==> src/rtl/alu_ctrl_decoder.sv <==
`default_nettype none
// ============================================================================
//  Module      : alu_ctrl_decoder
//  Description : RV32I ALU control decoder. Maps ALUOp/funct3/funct7[5]/op[5]
//                to a 3-bit ALU operation, registered at the ID/EX boundary.
//  Revision    : 1.0  initial release
// ============================================================================
module alu_ctrl_decoder (
    input  logic       clk,
    input  logic       rst_n,
    input  logic [1:0] ALUOp,
    input  logic [2:0] funct3,
    input  logic [6:0] funct7,
    input  logic [6:0] op,
    output logic [2:0] ALUControl,
    output logic       illegal
);

    localparam logic [1:0] c_aluop_add   = 2'b00;
    localparam logic [1:0] c_aluop_sub   = 2'b01;
    localparam logic [1:0] c_aluop_funct = 2'b10;

    localparam logic [2:0] c_f3_add = 3'b000;
    localparam logic [2:0] c_f3_slt = 3'b010;
    localparam logic [2:0] c_f3_or  = 3'b110;
    localparam logic [2:0] c_f3_and = 3'b111;

    localparam logic [2:0] c_alu_add = 3'b000;
    localparam logic [2:0] c_alu_sub = 3'b001;
    localparam logic [2:0] c_alu_and = 3'b010;
    localparam logic [2:0] c_alu_or  = 3'b011;
    localparam logic [2:0] c_alu_slt = 3'b101;

    logic [2:0] w_alu_ctrl;
    logic       w_illegal;
    logic       w_is_sub;

    // Only R-type SUB sets funct7[5] meaningfully; for ADDI it is an immediate bit.
    assign w_is_sub = op[5] & funct7[5];

    // Remaining instruction bits are architecturally irrelevant here.
    logic w_unused_bits;
    assign w_unused_bits = ^{funct7[6], funct7[4:0], op[6], op[4:0]};

    always_comb begin
        w_alu_ctrl = c_alu_add;
        w_illegal  = 1'b0;
        case (ALUOp)
            c_aluop_add: w_alu_ctrl = c_alu_add;
            c_aluop_sub: w_alu_ctrl = c_alu_sub;
            c_aluop_funct: begin
                case (funct3)
                    c_f3_add: w_alu_ctrl = w_is_sub ? c_alu_sub : c_alu_add;
                    c_f3_slt: w_alu_ctrl = c_alu_slt;
                    c_f3_or:  w_alu_ctrl = c_alu_or;
                    c_f3_and: w_alu_ctrl = c_alu_and;
                    default: begin
                        w_alu_ctrl = c_alu_add;
                        w_illegal  = 1'b1;
                    end
                endcase
            end
            default: begin
                w_alu_ctrl = c_alu_add;
                w_illegal  = 1'b1;
            end
        endcase
    end

    always_ff @(posedge clk or negedge rst_n) begin
        if (!rst_n) begin
            ALUControl <= c_alu_add;
            illegal    <= 1'b0;
        end else begin
            ALUControl <= w_alu_ctrl;
            illegal    <= w_illegal;
        end
    end

endmodule
`default_nettype wire

==> config.mk <==
export PLATFORM = sky130hd
export DESIGN_NAME = alu_ctrl_decoder
export DESIGN_NICKNAME = d
export VERILOG_FILES = /design/src/rtl/alu_ctrl_decoder.sv
export SDC_FILE = /design/constraint.sdc
export NUM_CORES = 1
export LEC_CHECK = 0
export CORE_AREA = 2 2 39 41
export CTS_CLUSTER_DIAMETER = 30
export DETAILED_ROUTE_END_ITERATION = 6
export DIE_AREA = 0 0 41 43
export DONT_BUFFER_PORTS = 1
export PLACE_DENSITY = 0.4
export SLEW_MARGIN = 10
export SYNTH_ARGS = -nofsm -noshare
export SYNTH_HDL_FRONTEND = slang
export SYNTH_SLANG_ARGS = --single-unit
==> constraint.sdc <==
create_clock -name clk -period 0.84 [get_ports clk]
set_clock_uncertainty 0.2 [all_clocks]
set_input_delay 0.126 -clock clk [delete_from_list [all_inputs] [get_ports clk]]
set_output_delay 0.126 -clock clk [all_outputs]
set_load 0.02 [all_outputs]
# Word level (Yosys, flattened, before mapping)

Cells that the tools add are included.

Register bits: 4
Word-level logic and storage cells: 17

Muxes and demuxes: 5
Reductions and logical operators: 4
Equality and inequality tests: 5
Bitwise operators: 1

Operators with widths:

| cell               | count |
|---|---|
| $pmux 3 s4         | 1 |
| $eq 3x3->1 const B | 2 |
| $pmux 3 s2         | 1 |
| $reduce_or 4->1    | 1 |
| $eq 3x2->1 const B | 1 |
| $logic_not 3->1    | 1 |
| $eq 2x1->1 const B | 1 |
| $eq 2x2->1 const B | 1 |
| $logic_not 2->1    | 1 |
| $mux 1             | 2 |
| $pmux 1 s2         | 1 |
| $reduce_or 2->1    | 1 |
| $and 1x1->1        | 1 |

# Depth between registers and ports, before layout

Gate-level depths: netlist of the first run.

Word-level depth: 4
Mapped depth: 5
Mapped depth without buffers: 5

# Worst setup path after synthesis of the first run

OpenSTA, ideal clock, no wires.

Path type: input to register
Start: in ALUOp[0]
End: reg ALUControl[0]
Setup slack: -0.126 ns
Path buffers: 0
Setup time: 0.120 ns
Data arrival time: 0.646 ns
Data required time: 0.520 ns
Stages: 5
Path through: inv_1 -> ha_1 -> nor2b_4 -> o21ai_2 -> a21oi_2

Longest elaborated chain between the ends: 2

Ends and longest elaborated chain:

| item                                            | RTL line | text |
|---|---|---|
| start: declaration                              | 11       | `input logic [1:0] ALUOp,` |
| $eq 2x2->1 / $eq 2x1->1 (equally long branches) | 48       | `case (ALUOp)` |
| $pmux 3 s2 *                                    | 48       |  |
| via w_alu_ctrl[0]                               | 34       | `logic [2:0] w_alu_ctrl;` |
| end signal: assignment                          | 72       | `ALUControl <= c_alu_add;` |
| end signal: assignment                          | 75       | `ALUControl <= w_alu_ctrl;` |
| end: declaration                                | 15       | `output logic [2:0] ALUControl,` |

The timed path passes the listed nets; every way through them passes the cells marked *.

# Worst setup path in the final report of the first run

Start: reg ALUControl[2]
End: out ALUControl[2]

No word-level cell between the ends.

==> results of run 1 <==
through the flow:
| step | hold WS, ns | area, sq um |
|---|---|---|
| after floorplan | -0.3696 | 275.3 |
| after global placement | -0.3695 | 295.3 |
| after detailed placement | -0.3695 | 295.3 |
| after CTS | -0.2454 | 329.1 |
| after global routing | -0.2400 | 332.8 |
| final | -0.2391 | 332.8 |
metal layers:
layer,share of wire (%),global-route usage (%)
met3,9.8,1.047
met2,63,11.25
met5,0,0
met4,0,10.00
met1,27,5.063
cells in the final DEF, fill, tap and decap left out, types with 2 or more instances in the layout:
cell type  count
ha_4           2
nor2_1         2
clkbuf_4       3
dfrtp_2        4
nor2b_1        2
cell usage after synthesis:
| library cell | n |
|---|---|
| o21ai_1 | 1 |
| nor2b_1 | 2 |
| a21oi_2 | 1 |
| o31ai_1 | 1 |
| inv_1 | 3 |
| dfrtp_1 | 4 |
| ha_1 | 3 |
| nor2_1 | 2 |
| nor2b_4 | 1 |
| nand3_1 | 2 |
| nor3_1 | 1 |
| o21ai_2 | 1 |
layout make-up:
cell class	instances	area [sq um]	area share, %
multi-input combinational	15	146.4	43.98
sequential	4	105.1	31.58
clock buffer	3	22.52	6.767
timing repair buffer	1	10.01	3.008
inverter	3	28.78	8.647
tap	16	20.02	6.015
state kept, by name, indices dropped and copies added, names as in the netlist:
register    count
ALUControl      3
illegal         1
worst paths after layout:
path	from	endpoint	slack (ns)	depth (start not counted)
max in group asynchronous	rst_n	ALUControl[2]	0.30	1
hold / removal	funct3[0]	ALUControl[2]	-0.24	1
min in group asynchronous	rst_n	ALUControl[1]	-0.04	1
setup / recovery	ALUControl[2]	ALUControl[2]	-0.15	0
what timing repair did:
action	CTS	global route
endpoints found under the setup margin	4	4
hold endpoints to repair	8	8
gates resized for setup	1	3
gates cloned	0	0
power groups by stage:
stage | Clock, mW | Sequential (mW) | Combinational, mW
floorplan | 0 | 0.220 | 0.0540
global placement | 0 | 0.221 | 0.0613
detailed placement | 0 | 0.221 | 0.0627
CTS | 0.246 | 0.218 | 0.0693
global route | 0.259 | 0.221 | 0.0772
finish | 0.231 | 0.220 | 0.0673
kinds of logic after synthesis:
| family | after synthesis | share of synthesized area (%) |
|---|---|---|
| and+or+nand+nor | 8 | 21.43 |
| AOI/OAI and AO/OA | 4 | 13.19 |
| DFF | 4 | 43.96 |
| buffers and inverters | 3 | 4.945 |
| adders and majority gates | 3 | 16.49 |
==> flow_summary.toml, run 1 <==
[power]
power_uw = 518.5
p_clk_share_pct = 44.6
p_leak_nw = 0.1272
vdd_drop_max_uv = 237.5
p_sw_share_pct = 22.57
p_int_uw = 401.5
power.switching_uw = 117.0
power_density_nw_per_um2 = 1558
power_frac_comb_pct = 13.0
power_frac_seq_pct = 42.4

[placement]
dp_cells = 38
gp_congestion = 0.6893
dp_slack_ns = -0.1388
portBuffers = 0

[drt]
first_pass_iters = 1
viasPerCell = 3.976
drt_iter0_drc = 0
wl_um = 447
wl_per_cell_um = 10.64
vias = 167
drc = 0
ant_nets = 0

[timing]
fin_crit_sh_pct = 117.9
final-hold-violation-count = 8
fin_hold_ws_ns = -0.2391
worstMarginPinSlew_ns = 0.1848
setup-tns-final_ns = -0.5999
fin_crit_ns = 0.9908
setup_ws_ns = -0.1508
fmax_mhz = 1009
slew_violations = 0
maxSlewHeadroom_pct = 87.57
rsz0062_at_grt = "true"
setup_viol = 4

[die]
die_area_sq_um = 1763
coreArea_sq_um = 1384
ios = 25
initial_core_util_pct = 16.46
die_x_um = 41
fp.dieH_um = 43
num_rows = 14

[logic_synthesis]
synth_warnings = 0
seq_area_frac_synth_pct = 43.96
yosysTopAreaCellShare_pct = 43.96
postSynthCellCount = 22
synth_area_leaders = "dfrtp_1, ha_1, nor2b_4"
synth_area_sq_um = 227.7
syn-num-nets = 46
ys_ff_latch = 4
syn_area_per_cell_sq_um = 10.35
synth_cell_types = 12
yosysTopAreaCell = "dfrtp_1"

[status]
failed_checks = "hold timing, setup timing"
run_status = "finished with violations"

[worst_setup_path]
cp.required_ns = 0.51
critPathLaunchType = "register"
worstSetupEndpointType = "output pin"
cp.arrival_ns = 0.66
crit_type = "register to output pin"
critPathMaxFanout = 1

[final_layout]
syn2layout_area_growth_pct = 46.15
nets = 52
stdcell_count = 42
diodes = 0
nFillCells = 157
layout.core_utilization_pct = 24.05
layout-drive-gt1-share_pct = 57.69

[grt]
globalRouteOverflowTotal = 0
grt_pass1_vias = 203
grt_pass1_wl_um = 752
grt_usage_pct = 6.893
antenna_found_initial = 0
grt_max_degree = 5

[clocking]
cts_tree = "done"
hold_buffers = 1
clk_transition_reported_paths_ns = 0.03
post_cts_buffers = 0
ctsHtreeMaxLevel = 1
clock_sinks = 4
clockBufferDepth = 2
cts_buffers = 3
cts_root_buffer = "clkbuf_4"

[hold_path]
min_path_type = "primary input to register"

[job]
drv_cap = 0
Note: power is estimated with default switching activity, not from simulation.
==> run 2, diff against run 1 <==
--- a/config.mk
+++ b/config.mk
@@ -10,7 +10,7 @@
 export DETAILED_ROUTE_END_ITERATION = 6
 export DIE_AREA = 0 0 41 43
 export DONT_BUFFER_PORTS = 1
-export PLACE_DENSITY = 0.4
+export PLACE_DENSITY = 0.41
 export SLEW_MARGIN = 10
 export SYNTH_ARGS = -nofsm -noshare
 export SYNTH_HDL_FRONTEND = slang
==> constraint.sdc (replaced) <==
create_clock -name clk -period 0.8 [get_ports clk]
set_clock_uncertainty 0.2 [all_clocks]
set_input_delay 0.12 -clock clk [delete_from_list [all_inputs] [get_ports clk]]
set_output_delay 0.12 -clock clk [all_outputs]
set_load 0.02 [all_outputs]
==> run 2 against run 1 <==
Against the previous run:
- the flow still finishes with violations (hold timing, setup timing)
- final cell count stayed put
- clock power up 5%
- die area stayed put
==> flow_summary.toml, run 2 (synthesis gave the netlist of run 1 again) <==
[status]
run_status = "finished with violations"
failed_checks = "hold timing, setup timing"

[grt]
grt_pass1_vias = 199
grt_usage_pct = 6.893
grt_max_degree = 5
antenna_found_initial = 0
globalRouteOverflowTotal = 0
grt_pass1_wl_um = 765

[die]
fp.dieH_um = 43
coreArea_sq_um = 1384
die_x_um = 41
initial_core_util_pct = 16.46
ios = 25
die_area_sq_um = 1763
num_rows = 14

[drt]
drc = 0
drt_iter0_drc = 0
wl_per_cell_um = 10.38
first_pass_iters = 1
wl_um = 436
viasPerCell = 3.738
ant_nets = 0
vias = 157

[worst_setup_path]
critPathLaunchType = "register"
cp.arrival_ns = 0.67
cp.required_ns = 0.48
crit_type = "register to output pin"
worstSetupEndpointType = "output pin"
critPathMaxFanout = 1

[final_layout]
layout.core_utilization_pct = 24.23
layout_commonest_cell = "dfrtp_2"
final_cell_mix = "dfrtp_2, clkbuf_4, nor2_1, nor2b_1, ha_4"
nets = 52
layout-drive-gt1-share_pct = 61.54
regMostFlops = "ALUControl"
diodes = 0
largest_reg_flops = 3
syn2layout_area_growth_pct = 47.25
biggestRegsByFlops = "ALUControl x3, illegal x1"

[placement]
portBuffers = 0
gp_congestion = 0.6558

[clocking]
ctsHtreeMaxLevel = 1
cts_tree = "done"
cts_root_buffer = "clkbuf_4"
cts_buffers = 3
clock_sinks = 4
clk_transition_reported_paths_ns = 0.04
clockBufferDepth = 2
hold_buffers = 1
post_cts_buffers = 0

[power]
p_leak_nw = 0.1256
vdd_drop_max_uv = 251.2
power_density_nw_per_um2 = 1624

[timing]
fin_crit_sh_pct = 123.2
slew_violations = 0
maxSlewHeadroom_pct = 86.74
fin_crit_ns = 0.9855
setup-tns-final_ns = -0.7378
worstMarginPinSlew_ns = 0.1972
fin_hold_ws_ns = -0.2418
final-hold-violation-count = 8
setup_ws_ns = -0.1855
rsz0062_at_grt = "true"
fmax_mhz = 1015
setup_viol = 4

[hold_path]
min_path_type = "primary input to register"

[job]
drv_cap = 0
run 2: cell counts in the layout (fill, tap and decap cells not counted):
Identical to the previous run, type by type.
run 2: through the flow:
stage	cell area (sq um)	std cells	total power, mW	setup WS, ns
3_3_place_gp	297.8	38	0.2973	-0.1455
4_1_cts	332.8	42	0.5607	-0.1984
6_report	335.3	42	0.5444	-0.1855
2_1_floorplan	277.8	22	0.2882	-0.07606
3_5_place_dp	297.8	38	0.2969	-0.1899
5_1_grt	335.3	42	0.5863	-0.2098
run 2: layer usage:
| metal | wire (um) | share of wire, % | global-route usage (%) |
|---|---|---|---|
| met1 | 115 | 26 | 5.696 |
| met5 | 0 | 0 | 0 |
| met2 | 282 | 65 | 10.94 |
| met3 | 38 | 8.7 | 0.5236 |
| met4 | 0 | 0 | 10.00 |
run 2: power breakdown:
group / internal, mW / switching, mW / total, mW
Sequential: 0.215 / 0.0159 / 0.231
Combinational: 0.0397 / 0.0314 / 0.0710
Clock: 0.167 / 0.0750 / 0.242
run 2: layout make-up:
| class | instances | area [sq um] |
|---|---|---|
| Tap cell | 16 | 20.02 |
| Fill cell | 148 | 1049 |
| Timing Repair Buffer | 1 | 10.01 |
| Inverter | 3 | 28.78 |
| Multi-Input combinational cell | 15 | 148.9 |
| Sequential cell | 4 | 105.1 |
| Clock buffer | 3 | 22.52 |
run 2: worst paths after layout:
check / from / end / slack (ns) / depth (start not counted)
worst max-delay path: ALUControl[1] / ALUControl[1] / -0.19 / 0
worst min-delay path: funct3[0] / ALUControl[2] / -0.24 / 1
max in group asynchronous: rst_n / ALUControl[1] / 0.26 / 1
min in group asynchronous: rst_n / illegal / -0.04 / 1
run 2: repair_timing:
action,4_1_cts,5_1_grt
endpoints found under the hold margin,8,8
setup endpoints to repair,4,4
resized for setup,2,2
